[src/rtl/dcache_ctrl_pkg.sv]
`default_nettype none
// ============================================================================
//  Module      : dcache_ctrl_pkg
//  Description : Shared field widths and state encoding for the data cache.
//  Revision    : 1.0 - initial release
// ============================================================================
package dcache_ctrl_pkg;

  localparam int c_TAG_W  = 8;   // Addr[15:8]
  localparam int c_IDX_W  = 5;   // Addr[7:3]
  localparam int c_OFF_W  = 2;   // Addr[2:1]
  localparam int c_WORD_W = 16;

  typedef enum logic [1:0] {
    ST_IDLE  = 2'd0,
    ST_EVICT = 2'd1,
    ST_FILL  = 2'd2,
    ST_RESP  = 2'd3
  } state_t;

endpackage
`default_nettype wire

[src/rtl/dcache_ctrl_if.sv]
`default_nettype none
// ============================================================================
//  Module      : dcache_ctrl_if
//  Description : Pipeline-side and backing-memory-side signals of the cache.
//                slave = cache controller, master = pipeline plus memory.
//  Revision    : 1.0 - initial release
// ============================================================================
interface dcache_ctrl_if;
  logic [15:0] Addr;
  logic [15:0] DataIn;
  logic        Rd;
  logic        Wr;
  logic [15:0] DataOut;
  logic        Done;
  logic        Stall;
  logic        CacheHit;
  logic        err;
  logic        mem_req;
  logic        mem_wr;
  logic [15:0] mem_addr;
  logic [15:0] mem_wdata;
  logic [15:0] mem_rdata;
  logic        mem_ack;

  modport slave (
    input  Addr, DataIn, Rd, Wr, mem_rdata, mem_ack,
    output DataOut, Done, Stall, CacheHit, err,
    output mem_req, mem_wr, mem_addr, mem_wdata
  );

  modport master (
    output Addr, DataIn, Rd, Wr, mem_rdata, mem_ack,
    input  DataOut, Done, Stall, CacheHit, err,
    input  mem_req, mem_wr, mem_addr, mem_wdata
  );
endinterface
`default_nettype wire

[src/rtl/dcache_array.sv]
`default_nettype none
// ============================================================================
//  Module      : dcache_array
//  Description : Line storage: valid, dirty, tag and WORDS x 16-bit data.
//                Asynchronous read by index, synchronous word write and
//                metadata update. Reset clears only valid and dirty.
//  Revision    : 1.0 - initial release
// ============================================================================
module dcache_array
  import dcache_ctrl_pkg::*;
#(
  parameter int LINES = 32,
  parameter int WORDS = 4
) (
  input  wire logic                             clk,
  input  wire logic                             rst,
  input  wire logic [c_IDX_W-1:0]               idx,
  output logic                                  rd_valid,
  output logic                                  rd_dirty,
  output logic [c_TAG_W-1:0]                    rd_tag,
  output logic [WORDS-1:0][c_WORD_W-1:0]        rd_data,
  input  wire logic                             wr_en,
  input  wire logic [c_OFF_W-1:0]               wr_off,
  input  wire logic [c_WORD_W-1:0]              wr_data,
  input  wire logic                             meta_en,
  input  wire logic                             meta_valid,
  input  wire logic                             meta_dirty,
  input  wire logic [c_TAG_W-1:0]               meta_tag
);

  logic [LINES-1:0]                  r_valid;
  logic [LINES-1:0]                  r_dirty;
  logic [c_TAG_W-1:0]                r_tag  [LINES];
  logic [WORDS-1:0][c_WORD_W-1:0]    r_data [LINES];

  assign rd_valid = r_valid[idx];
  assign rd_dirty = r_dirty[idx];
  assign rd_tag   = r_tag[idx];
  assign rd_data  = r_data[idx];

  // Line state bits; the only storage that reset touches
  always_ff @(posedge clk or negedge rst) begin
    if (!rst) begin
      r_valid <= '0;
      r_dirty <= '0;
    end else if (meta_en) begin
      r_valid[idx] <= meta_valid;
      r_dirty[idx] <= meta_dirty;
    end
  end

  // Tag and data storage, left uninitialised across reset
  always_ff @(posedge clk) begin
    if (meta_en) r_tag[idx] <= meta_tag;
    if (wr_en)   r_data[idx][wr_off] <= wr_data;
  end

endmodule
`default_nettype wire

[src/rtl/dcache_ctrl.sv]
`default_nettype none
// ============================================================================
//  Module      : dcache_ctrl
//  Description : Direct-mapped write-back write-allocate data cache with
//                miss FSM (IDLE/EVICT/FILL/RESP), pipeline stall and
//                req/ack backing-memory port for 4-word line transfers.
//  Revision    : 1.0 - initial release
// ============================================================================
module dcache_ctrl
  import dcache_ctrl_pkg::*;
#(
  parameter int LINES = 32,
  parameter int WORDS = 4
) (
  input  wire logic   clk,
  input  wire logic   rst,
  dcache_ctrl_if.slave bus
);

  state_t                          r_state;
  logic [c_OFF_W-1:0]              r_cnt;

  logic [c_TAG_W-1:0]              w_tag;
  logic [c_IDX_W-1:0]              w_idx;
  logic [c_OFF_W-1:0]              w_off;
  logic                            w_req;
  logic                            w_hit;
  logic                            w_last;
  logic                            w_line_valid;
  logic                            w_line_dirty;
  logic [c_TAG_W-1:0]              w_line_tag;
  logic [WORDS-1:0][c_WORD_W-1:0]  w_line_data;

  logic                            w_wr_en;
  logic [c_OFF_W-1:0]              w_wr_off;
  logic [c_WORD_W-1:0]             w_wr_data;
  logic                            w_meta_en;
  logic                            w_meta_valid;
  logic                            w_meta_dirty;
  logic [c_TAG_W-1:0]              w_meta_tag;

  logic [15:0]                     w_dout;
  logic                            w_done;
  logic                            w_stall;
  logic                            w_cache_hit;
  logic                            w_mem_req;
  logic                            w_mem_wr;
  logic [15:0]                     w_mem_addr;
  logic [15:0]                     w_mem_wdata;

  // Address bit 0 is ignored for the access itself; it only raises err.
  assign w_tag  = bus.Addr[15:16-c_TAG_W];
  assign w_idx  = bus.Addr[3 +: c_IDX_W];
  assign w_off  = bus.Addr[2:1];
  assign w_req  = bus.Rd ^ bus.Wr;
  assign w_hit  = w_line_valid && (w_line_tag == w_tag);
  assign w_last = (r_cnt == 2'd3);

  dcache_array #(.LINES(LINES), .WORDS(WORDS)) u_array (
    .clk        (clk),
    .rst        (rst),
    .idx        (w_idx),
    .rd_valid   (w_line_valid),
    .rd_dirty   (w_line_dirty),
    .rd_tag     (w_line_tag),
    .rd_data    (w_line_data),
    .wr_en      (w_wr_en),
    .wr_off     (w_wr_off),
    .wr_data    (w_wr_data),
    .meta_en    (w_meta_en),
    .meta_valid (w_meta_valid),
    .meta_dirty (w_meta_dirty),
    .meta_tag   (w_meta_tag)
  );

  // Per-state outputs and array write controls; everything is forced low in reset
  always_comb begin
    w_wr_en      = 1'b0;
    w_wr_off     = w_off;
    w_wr_data    = bus.DataIn;
    w_meta_en    = 1'b0;
    w_meta_valid = w_line_valid;
    w_meta_dirty = w_line_dirty;
    w_meta_tag   = w_line_tag;
    w_dout       = '0;
    w_done       = 1'b0;
    w_stall      = 1'b0;
    w_cache_hit  = 1'b0;
    w_mem_req    = 1'b0;
    w_mem_wr     = 1'b0;
    w_mem_addr   = '0;
    w_mem_wdata  = '0;
    if (rst) begin
      case (r_state)
        ST_IDLE: begin
          if (w_req) begin
            if (w_hit) begin
              w_done      = 1'b1;
              w_cache_hit = 1'b1;
              if (bus.Rd) begin
                w_dout = w_line_data[w_off];
              end else begin
                w_wr_en      = 1'b1;
                w_meta_en    = 1'b1;
                w_meta_valid = 1'b1;
                w_meta_dirty = 1'b1;
              end
            end else begin
              w_stall = 1'b1;
            end
          end
        end
        ST_EVICT: begin
          w_stall     = 1'b1;
          w_mem_req   = 1'b1;
          w_mem_wr    = 1'b1;
          w_mem_addr  = {w_line_tag, w_idx, r_cnt, 1'b0};
          w_mem_wdata = w_line_data[r_cnt];
        end
        ST_FILL: begin
          w_stall    = 1'b1;
          w_mem_req  = 1'b1;
          w_mem_addr = {w_tag, w_idx, r_cnt, 1'b0};
          if (bus.mem_ack) begin
            // A store miss merges its word as that word arrives.
            w_wr_en   = 1'b1;
            w_wr_off  = r_cnt;
            w_wr_data = (bus.Wr && (r_cnt == w_off)) ? bus.DataIn : bus.mem_rdata;
            if (w_last) begin
              w_meta_en    = 1'b1;
              w_meta_valid = 1'b1;
              w_meta_dirty = bus.Wr;
              w_meta_tag   = w_tag;
            end
          end
        end
        ST_RESP: begin
          w_done = 1'b1;
          w_dout = w_line_data[w_off];
        end
        default: ;
      endcase
    end
  end

  assign bus.DataOut   = w_dout;
  assign bus.Done      = w_done;
  assign bus.Stall     = w_stall;
  assign bus.CacheHit  = w_cache_hit;
  assign bus.err       = rst && ((bus.Rd && bus.Wr) || (w_req && bus.Addr[0]));
  assign bus.mem_req   = w_mem_req;
  assign bus.mem_wr    = w_mem_wr;
  assign bus.mem_addr  = w_mem_addr;
  assign bus.mem_wdata = w_mem_wdata;

  // Miss FSM and line word counter
  always_ff @(posedge clk or negedge rst) begin
    if (!rst) begin
      r_state <= ST_IDLE;
      r_cnt   <= '0;
    end else begin
      case (r_state)
        ST_IDLE: begin
          if (w_req && !w_hit) begin
            r_cnt   <= '0;
            r_state <= (w_line_valid && w_line_dirty) ? ST_EVICT : ST_FILL;
          end
        end
        ST_EVICT: begin
          if (bus.mem_ack) begin
            r_cnt <= r_cnt + 2'd1;
            if (w_last) r_state <= ST_FILL;
          end
        end
        ST_FILL: begin
          if (bus.mem_ack) begin
            r_cnt <= r_cnt + 2'd1;
            if (w_last) r_state <= ST_RESP;
          end
        end
        ST_RESP: r_state <= ST_IDLE;
        default: r_state <= ST_IDLE;
      endcase
    end
  end

endmodule
`default_nettype wire

[src/flat_wrapper.sv]
// flat-port wrapper written by rule: the top's interface ports become plain ports
module dcache_ctrl_flat import dcache_ctrl_pkg::*;
#(
  parameter int LINES = 32,
  parameter int WORDS = 4
)
  (clk, rst, bus_Addr, bus_DataIn, bus_Rd, bus_Wr, bus_mem_rdata, bus_mem_ack, bus_DataOut, bus_Done, bus_Stall, bus_CacheHit, bus_err, bus_mem_req, bus_mem_wr, bus_mem_addr, bus_mem_wdata);
  dcache_ctrl_if bus_i ();
  input  wire logic clk;
  input  wire logic rst;
  input wire logic [$bits(bus_i.Addr)-1:0] bus_Addr;
  input wire logic [$bits(bus_i.DataIn)-1:0] bus_DataIn;
  input wire logic [$bits(bus_i.Rd)-1:0] bus_Rd;
  input wire logic [$bits(bus_i.Wr)-1:0] bus_Wr;
  input wire logic [$bits(bus_i.mem_rdata)-1:0] bus_mem_rdata;
  input wire logic [$bits(bus_i.mem_ack)-1:0] bus_mem_ack;
  output wire logic [$bits(bus_i.DataOut)-1:0] bus_DataOut;
  output wire logic [$bits(bus_i.Done)-1:0] bus_Done;
  output wire logic [$bits(bus_i.Stall)-1:0] bus_Stall;
  output wire logic [$bits(bus_i.CacheHit)-1:0] bus_CacheHit;
  output wire logic [$bits(bus_i.err)-1:0] bus_err;
  output wire logic [$bits(bus_i.mem_req)-1:0] bus_mem_req;
  output wire logic [$bits(bus_i.mem_wr)-1:0] bus_mem_wr;
  output wire logic [$bits(bus_i.mem_addr)-1:0] bus_mem_addr;
  output wire logic [$bits(bus_i.mem_wdata)-1:0] bus_mem_wdata;
  assign bus_i.Addr = bus_Addr;
  assign bus_i.DataIn = bus_DataIn;
  assign bus_i.Rd = bus_Rd;
  assign bus_i.Wr = bus_Wr;
  assign bus_i.mem_rdata = bus_mem_rdata;
  assign bus_i.mem_ack = bus_mem_ack;
  assign bus_DataOut = bus_i.DataOut;
  assign bus_Done = bus_i.Done;
  assign bus_Stall = bus_i.Stall;
  assign bus_CacheHit = bus_i.CacheHit;
  assign bus_err = bus_i.err;
  assign bus_mem_req = bus_i.mem_req;
  assign bus_mem_wr = bus_i.mem_wr;
  assign bus_mem_addr = bus_i.mem_addr;
  assign bus_mem_wdata = bus_i.mem_wdata;
  dcache_ctrl #(.LINES(LINES), .WORDS(WORDS)) u_core (.clk(clk), .rst(rst), .bus(bus_i));
endmodule
[config.mk]
export PLATFORM = sky130hd
export DESIGN_NAME = dcache_ctrl_flat
export DESIGN_NICKNAME = d
export VERILOG_FILES = /design/src/rtl/dcache_ctrl_pkg.sv /design/src/rtl/dcache_ctrl_if.sv /design/src/rtl/dcache_array.sv /design/src/rtl/dcache_ctrl.sv /design/src/flat_wrapper.sv
export SDC_FILE = /design/constraint.sdc
export NUM_CORES = 2
export LEC_CHECK = 0
export CORE_AREA = 3 3 462 510
export CTS_CLUSTER_SIZE = 30
export DETAILED_ROUTE_END_ITERATION = 10
export DIE_AREA = 0 0 465 513
export DONT_BUFFER_PORTS = 1
export GPL_TIMING_DRIVEN = 0
export PLACE_DENSITY = 0.59
export SLEW_MARGIN = 25
export SYNTH_ARGS = -nofsm -noshare
export SYNTH_HDL_FRONTEND = slang
export SYNTH_SLANG_ARGS = --single-unit
[constraint.sdc]
create_clock -name clk -period 10 [get_ports clk]
set_input_delay 1.5 -clock clk [delete_from_list [all_inputs] [get_ports clk]]
set_output_delay 1.5 -clock clk [all_outputs]
set_load 0.01 [all_outputs]
* Yosys cells after proc, flatten, opt, wreduce, memory -nomap -nowiden *
Memories as Yosys holds them, arrays and structs flattened.
Cells that the tools add are included.

word-level totals
  RAM bits = 2304
  bits in latches = 0
  bits in registers = 68
  ROM bits = 0
  logic and storage cells = 128
  memories = 2
  input bits = 53
  output and inout bits = 54

memory list
  memory                 depth  bits a word  rd ports  clocked after memory_dff  wr ports  RTL line            text
  u_core.u_array.r_data  32     64           1         0                         1         dcache_array.sv:34  logic [WORDS-1:0][c_WORD_W-1:0] r_data [LINES];
  u_core.u_array.r_tag   32     8            1         0                         1         dcache_array.sv:33  logic [c_TAG_W-1:0] r_tag [LINES];

cells by class
  reduce and logical (&&, ||, !) cells = 16
  multipliers = 0
  equality and inequality tests = 12
  multiplexer cells = 86
  shifts and indexed selects = 0
  order comparisons = 6
  div/mod/pow operators = 0
  $add $sub $neg = 1
  bitwise operators = 1

operators with widths
  operator                                                                              count
  16-bit two-way mux                                                                    14
  16-bit binary-select mux with 2-bit select                                            2
  32-bit bitwise mux                                                                    2
  64-bit two-way mux                                                                    1
  16-bit one-hot mux with 2 select lines                                                2
  1-bit two-way mux                                                                     38
  16-bit demux with 2-bit select                                                        1
  8-bit two-way mux                                                                     4
  2-bit two-way mux                                                                     11
  1-bit one-hot mux with 2 select lines                                                 6
  1-bit binary-select mux with 5-bit select                                             2
  1-bit logical AND                                                                     9
  2-bit by 3-bit less-than comparator with 1-bit output (second input constant)         3
  8-bit equality test                                                                   1
  2-bit by 1-bit != test with 1-bit output (second input constant)                      4
  2-bit one-hot mux with 4 select lines                                                 1
  2-bit equality test (second input constant)                                           3
  5-bit by 6-bit less-than comparator with 1-bit output (second input constant)         1
  1-bit demux with 5-bit select                                                         1
  5-bit by 1-bit greater-or-equal comparator with 1-bit output (second input constant)  1
  5-bit AND reduction                                                                   1
  2-bit != test (second input constant)                                                 2
  2-bit one-hot mux with 2 select lines                                                 1
  3-bit AND reduction                                                                   1
  10 further kinds                                                                      10

* Logic depth before layout (Yosys ltp) *
  word-level depth = 9
  depth in mapped cells = 15
  depth with buffers taken out = 9

* Cells and area by module *
Synthesis repeated with hierarchy kept, for this count alone.

unflattened totals
  cell total of the unflattened synthesis = 5197
  area, all modules = 92822.8 um^2

modules (own cells, without submodules)
  module        area an instance (um^2)  cells an instance  instances  seq. area each (um^2)
  dcache_array  90782.1                  4988               1          70787.9
  dcache_ctrl   2040.7                   209                1          100.1

* Least setup slack after synthesis *
No wires, ideal clock.

  kind = in2out
  from = input port bus_Addr[4]
  to = output port bus_DataOut[7]
  setup slack = 4140 ps
  arrival time = 4360 ps
  buffers on the path = 8
  data required time = 8500 ps
  cell stages on the path = 13
  cells stage by stage = buf_6 -> buf_6 -> buf_6 -> buf_6 -> buf_2 -> buf_2 -> clkbuf_1 -> clkbuf_1 -> mux4_2 -> a22oi_1 -> nand4_1 -> mux4_2 -> and2_1

on the way
  word-level cells in the longest chain between the ends = 8
  elaborated cells on any way between the ends = 13
  those cells by class = eq/ne (1); mux (9); reduce/logical (1); memory (2)

RTL lines
  element                                     RTL line                                text
  start, declared                             flat_wrapper.sv:11                      input wire logic [$bits(bus_i.Addr)-1:0] bus_Addr;
  memory read 32 x 64 bit                     n/a
  16-bit binary-select mux with 2-bit select  dcache_ctrl.sv:101, dcache_ctrl.sv:139
  16-bit two-way mux (implied by the code)    dcache_ctrl.sv:101, dcache_ctrl.sv:139
  16-bit two-way mux                          dcache_ctrl.sv:100                      if (bus.Rd) begin
  16-bit two-way mux                          dcache_ctrl.sv:97                       if (w_hit) begin
  16-bit two-way mux                          dcache_ctrl.sv:96                       if (w_req) begin
  16-bit one-hot mux with 2 select lines *    dcache_ctrl.sv:94                       case (r_state)
  16-bit two-way mux *                        dcache_ctrl.sv:93                       if (rst) begin
  end, declared                               flat_wrapper.sv:17                      output wire logic [$bits(bus_i.DataOut)-1:0] bus_DataOut;

Every way passes the cells marked *; elsewhere a longest branch is shown, timed or not. The select of a mux whose other input is x is not followed.

* Worst setup path in the final report *
  from = input port bus_Addr[4]
  to = output port bus_mem_wdata[8]

on the way
  word-level cells in the longest chain between the ends = 5

RTL lines
  element                                     RTL line            text
  memory read 32 x 64 bit                     n/a
  16-bit binary-select mux with 2-bit select  dcache_ctrl.sv:118  w_mem_wdata = w_line_data[r_cnt];
  16-bit two-way mux (implied by the code)    dcache_ctrl.sv:118
  16-bit two-way mux                          dcache_ctrl.sv:94
  16-bit two-way mux                          dcache_ctrl.sv:93
  end, declared                               flat_wrapper.sv:25  output wire logic [$bits(bus_i.mem_wdata)-1:0] bus_mem_wdata;

Every way passes these cells. The select of a mux whose other input is x is not followed.

==> summary.json <==
{
  "logic_synthesis": {
    "edff_count_synth": 2304,
    "post_synth.cell_area_avg_um2": 21.62,
    "ys_ff_latch": 2372,
    "async_reset_ff_share_pct": 2.867,
    "syn_area_um2": 92110,
    "synth.yosys.seq_area_share_pct": 76.96,
    "post_synth_inst_count": 4261,
    "yosys_warnings": 0,
    "yosys.cell_types.count": 66,
    "syn_nets": 4320,
    "postSynth.topFlopCell": "sky130_fd_sc_hd__edfxtp_1"
  },
  "worst_setup_path": {
    "crit_path_cell_trace": "buf_6 -> buf_6 -> buf_6 -> buf_6 -> buf_2 -> buf_2 -> clkbuf_2 -> clkbuf_1 -> mux4_2 -> a22oi_1 -> nand4_1 -> mux4_2 -> and2_1",
    "worstRegToRegCells": 12,
    "critical_path.max_fanout": 10,
    "critical-path-top-delay-family": "buffers and inverters",
    "timing.critical_path.required_ps": 8500,
    "cp-end-kind": "output port",
    "worstSetupPathType": "in2out",
    "timing.critical_path.from_type": "primary input",
    "critical-path-top-cell-by-count": "sky130_fd_sc_hd__buf_6",
    "timing.critical_path.buf_inv": 8,
    "worst-path-stages": 13,
    "cp.arrival_ps": 7040,
    "timing.critical_path.slowest_cell_delay_ps": 760,
    "crit_slowest_cell": "sky130_fd_sc_hd__clkbuf_1"
  },
  "finish": {
    "layout.cells.most_common_list": "sky130_fd_sc_hd__edfxtp_1, sky130_fd_sc_hd__mux4_2, sky130_fd_sc_hd__a22oi_1",
    "design.final.nets": 4691,
    "sequential_cell_area_um2": 70890,
    "final_common_cell": "sky130_fd_sc_hd__edfxtp_1",
    "n_fill_cell": 18890,
    "multiInputGateArea_um2": 21140,
    "final_area_um2": 107900,
    "final_core_occ_pct": 46.74,
    "layout-drive-gt1-share_pct": 28.42,
    "area_growth_syn_to_layout_pct": 17.10
  },
  "timing": {
    "finClkSkew_ps": 39.38,
    "setup_ws_ps": 1459,
    "final.setup.tns_ps": 0,
    "layout_worst_path_cycle_share_pct": 85.41,
    "worstMarginPinSlew_ps": 1136,
    "report.final.hold_viol_count": 0,
    "report.final.setup_viol": 0,
    "worst_slew_margin_rel_pct": 23.57,
    "rsz0062_at_grt": "false",
    "hold_slack_ps": 334.5,
    "drv_slew": 0,
    "min_period_ps": 8541,
    "clock.fmax_ghz": 0.1171
  },
  "clocking": {
    "cts_tree": "built",
    "number_of_buffers_on_the_longest_clock_path": 3,
    "cts_resized": 0,
    "ctsRootBufferMaster": "sky130_fd_sc_hd__clkbuf_16",
    "clkSlewWorstSetupHoldPaths_ps": 60,
    "clock_sink_total": 2372,
    "h_tree_level_count": 4,
    "numCtsBuffers": 230,
    "cts.hold.buffers_added": 0,
    "cts_post_setup_buffers_inserted": 0,
    "clk_latency_ps": 860
  },
  "floorplan": {
    "design.portCount": 107,
    "fp.coreArea_um2": 230800,
    "row_count": 185,
    "die_height_um": 513,
    "die_x_um": 465,
    "initial_util_pct": 39.91,
    "die-area_um2": 238500
  },
  "placement": {
    "port_buffers": 0,
    "estimated_wirelength_of_the_detail_placed_design_um": 199700,
    "post-place-ws_ps": 1608,
    "post_dp_cell_area_um2": 100700,
    "place_congestion": 0.9132
  },
  "global_routing": {
    "antenna_found_initial": 14,
    "pin_count_of_the_biggest_net_entering_global_routing": 109,
    "groute.usage.overall_pct": 24.48,
    "globalRoute.totalOverflow": 0,
    "grt_pass1_vias": 47630,
    "global_route_wire_length_before_repair_um": 401000
  },
  "status": {
    "run_status": "finished clean"
  },
  "run": {
    "drv.max_cap_violation_count": 0
  },
  "power": {
    "p_leak_nw": 34.01,
    "irDropWorstVdd_mv": 0.1921,
    "pwr_density_cell_nw_per_um2": 200.6
  },
  "drt": {
    "vias": 48850,
    "route.detailed.drc": 0,
    "ant_nets": 0,
    "post_drt_wl_per_cell_um": 37.34,
    "detailedRoute.firstPassIterationCount": 8,
    "drt-total-wl_um": 295500,
    "vias_per_cell": 6.174,
    "1st_iter_drt_viols": 7807
  },
  "worst_hold_path": {
    "hp-class": "in2async"
  }
}
[cell type report]
type | count | area share (%)
buffer | 258 | 1.260
timing repair buffer | 139 | 3.122
antenna | 6 | 0.01392
inverter | 39 | 0.1357
multi-input combinational | 1592 | 19.60
sequential | 2372 | 65.72
clock buffer | 299 | 5.675
tap | 3085 | 3.579
clock inverter | 122 | 0.8990
[registers in the layout, summed over array words and instances, names as in the netlist]
name / cells
u_core.u_array.r_data: 2048
u_core.r_state: 2
u_core.u_array.r_valid: 32
u_core.u_array.r_dirty: 32
u_core.u_array.r_tag: 256
u_core.r_cnt: 2
[layer usage]
layer	vias to the layer above	part of all wire, %	GRT usage [%]
met4	4	5.4	10.88
met5	-	0.0081	0
met3	635	11	6.416
li1	18810	-	-
met1	26160	36	31.80
met2	3239	47	38.88
[synthesized netlist by cell type, drive strengths merged, types with 9 or more instances]
master   number  area, um2
o22ai        64      412.9
a31oi        12      75.07
dfrtp        68       1702
a22oi       273       2049
nor3          9      45.04
mux2i       132       1321
nand3        43      270.3
nand4        70      444.2
clkbuf      130      493.0
o2bb2ai      24      210.2
inv          39      146.4
mux4        560      12610
edfxtp     2304      69190
nand2b       36      225.2
buf         128      790.8
mux2         16      180.2
nor2        153      574.3
nand2        56      210.2
nor4         16      150.1
and2         46      287.8
[final timing paths]
kind | start | to | slack (ps)
setup / recovery | bus_Addr[4] | bus_mem_wdata[8] | 1460
hold / removal | rst | u_core.r_cnt[0]$_DFFE_PN0P_ | 330
setup reg to reg | u_core.u_array.r_tag[10][6]$_DFFE_PP_ | u_core.u_array.r_data[9][24]$_DFFE_PP_ | 4950
hold reg to reg | u_core.u_array.r_valid[2]$_DFFE_PN0P_ | u_core.u_array.r_valid[2]$_DFFE_PN0P_ | 460
max in group asynchronous | rst | u_core.u_array.r_dirty[23]$_DFFE_PN0P_ | 9570
min in group clk | u_core.u_array.r_valid[2]$_DFFE_PN0P_ | u_core.u_array.r_valid[2]$_DFFE_PN0P_ | 460
[cell families (layout without fill, tap and decap cells)]
group	after synthesis	after routing	share of synthesized area, %
XOR/XNOR	8	8	0.08422
adder cells (fa/ha/maj)	6	6	0.08150
multiplexers	708	708	15.32
AND/OR/NAND/NOR	468	468	2.774
other	1	7	0.004071
buffers and inverters	297	857	1.553
AO/OA/AOI/OAI	401	401	3.226
flip-flops	2372	2372	76.96
[per-stage QoR]
stage	total power, mW	std cells
2_1_floorplan	12.49	4261
3_3_place_gp	13.30	7346
3_5_place_dp	13.49	7485
4_1_cts	21.68	7906
5_1_grt	22.18	7907
6_report	21.64	7912
[power by group]
group / internal, mW / total, mW / switching (mW)
logic: 0.596 / 2.04 / 1.44
registers: 11.2 / 11.3 / 0.0298
clock network: 4.63 / 8.33 / 3.70
total: 16.5 / 21.6 / 5.17
No activity file was read; power rests on OpenSTA's default activity.
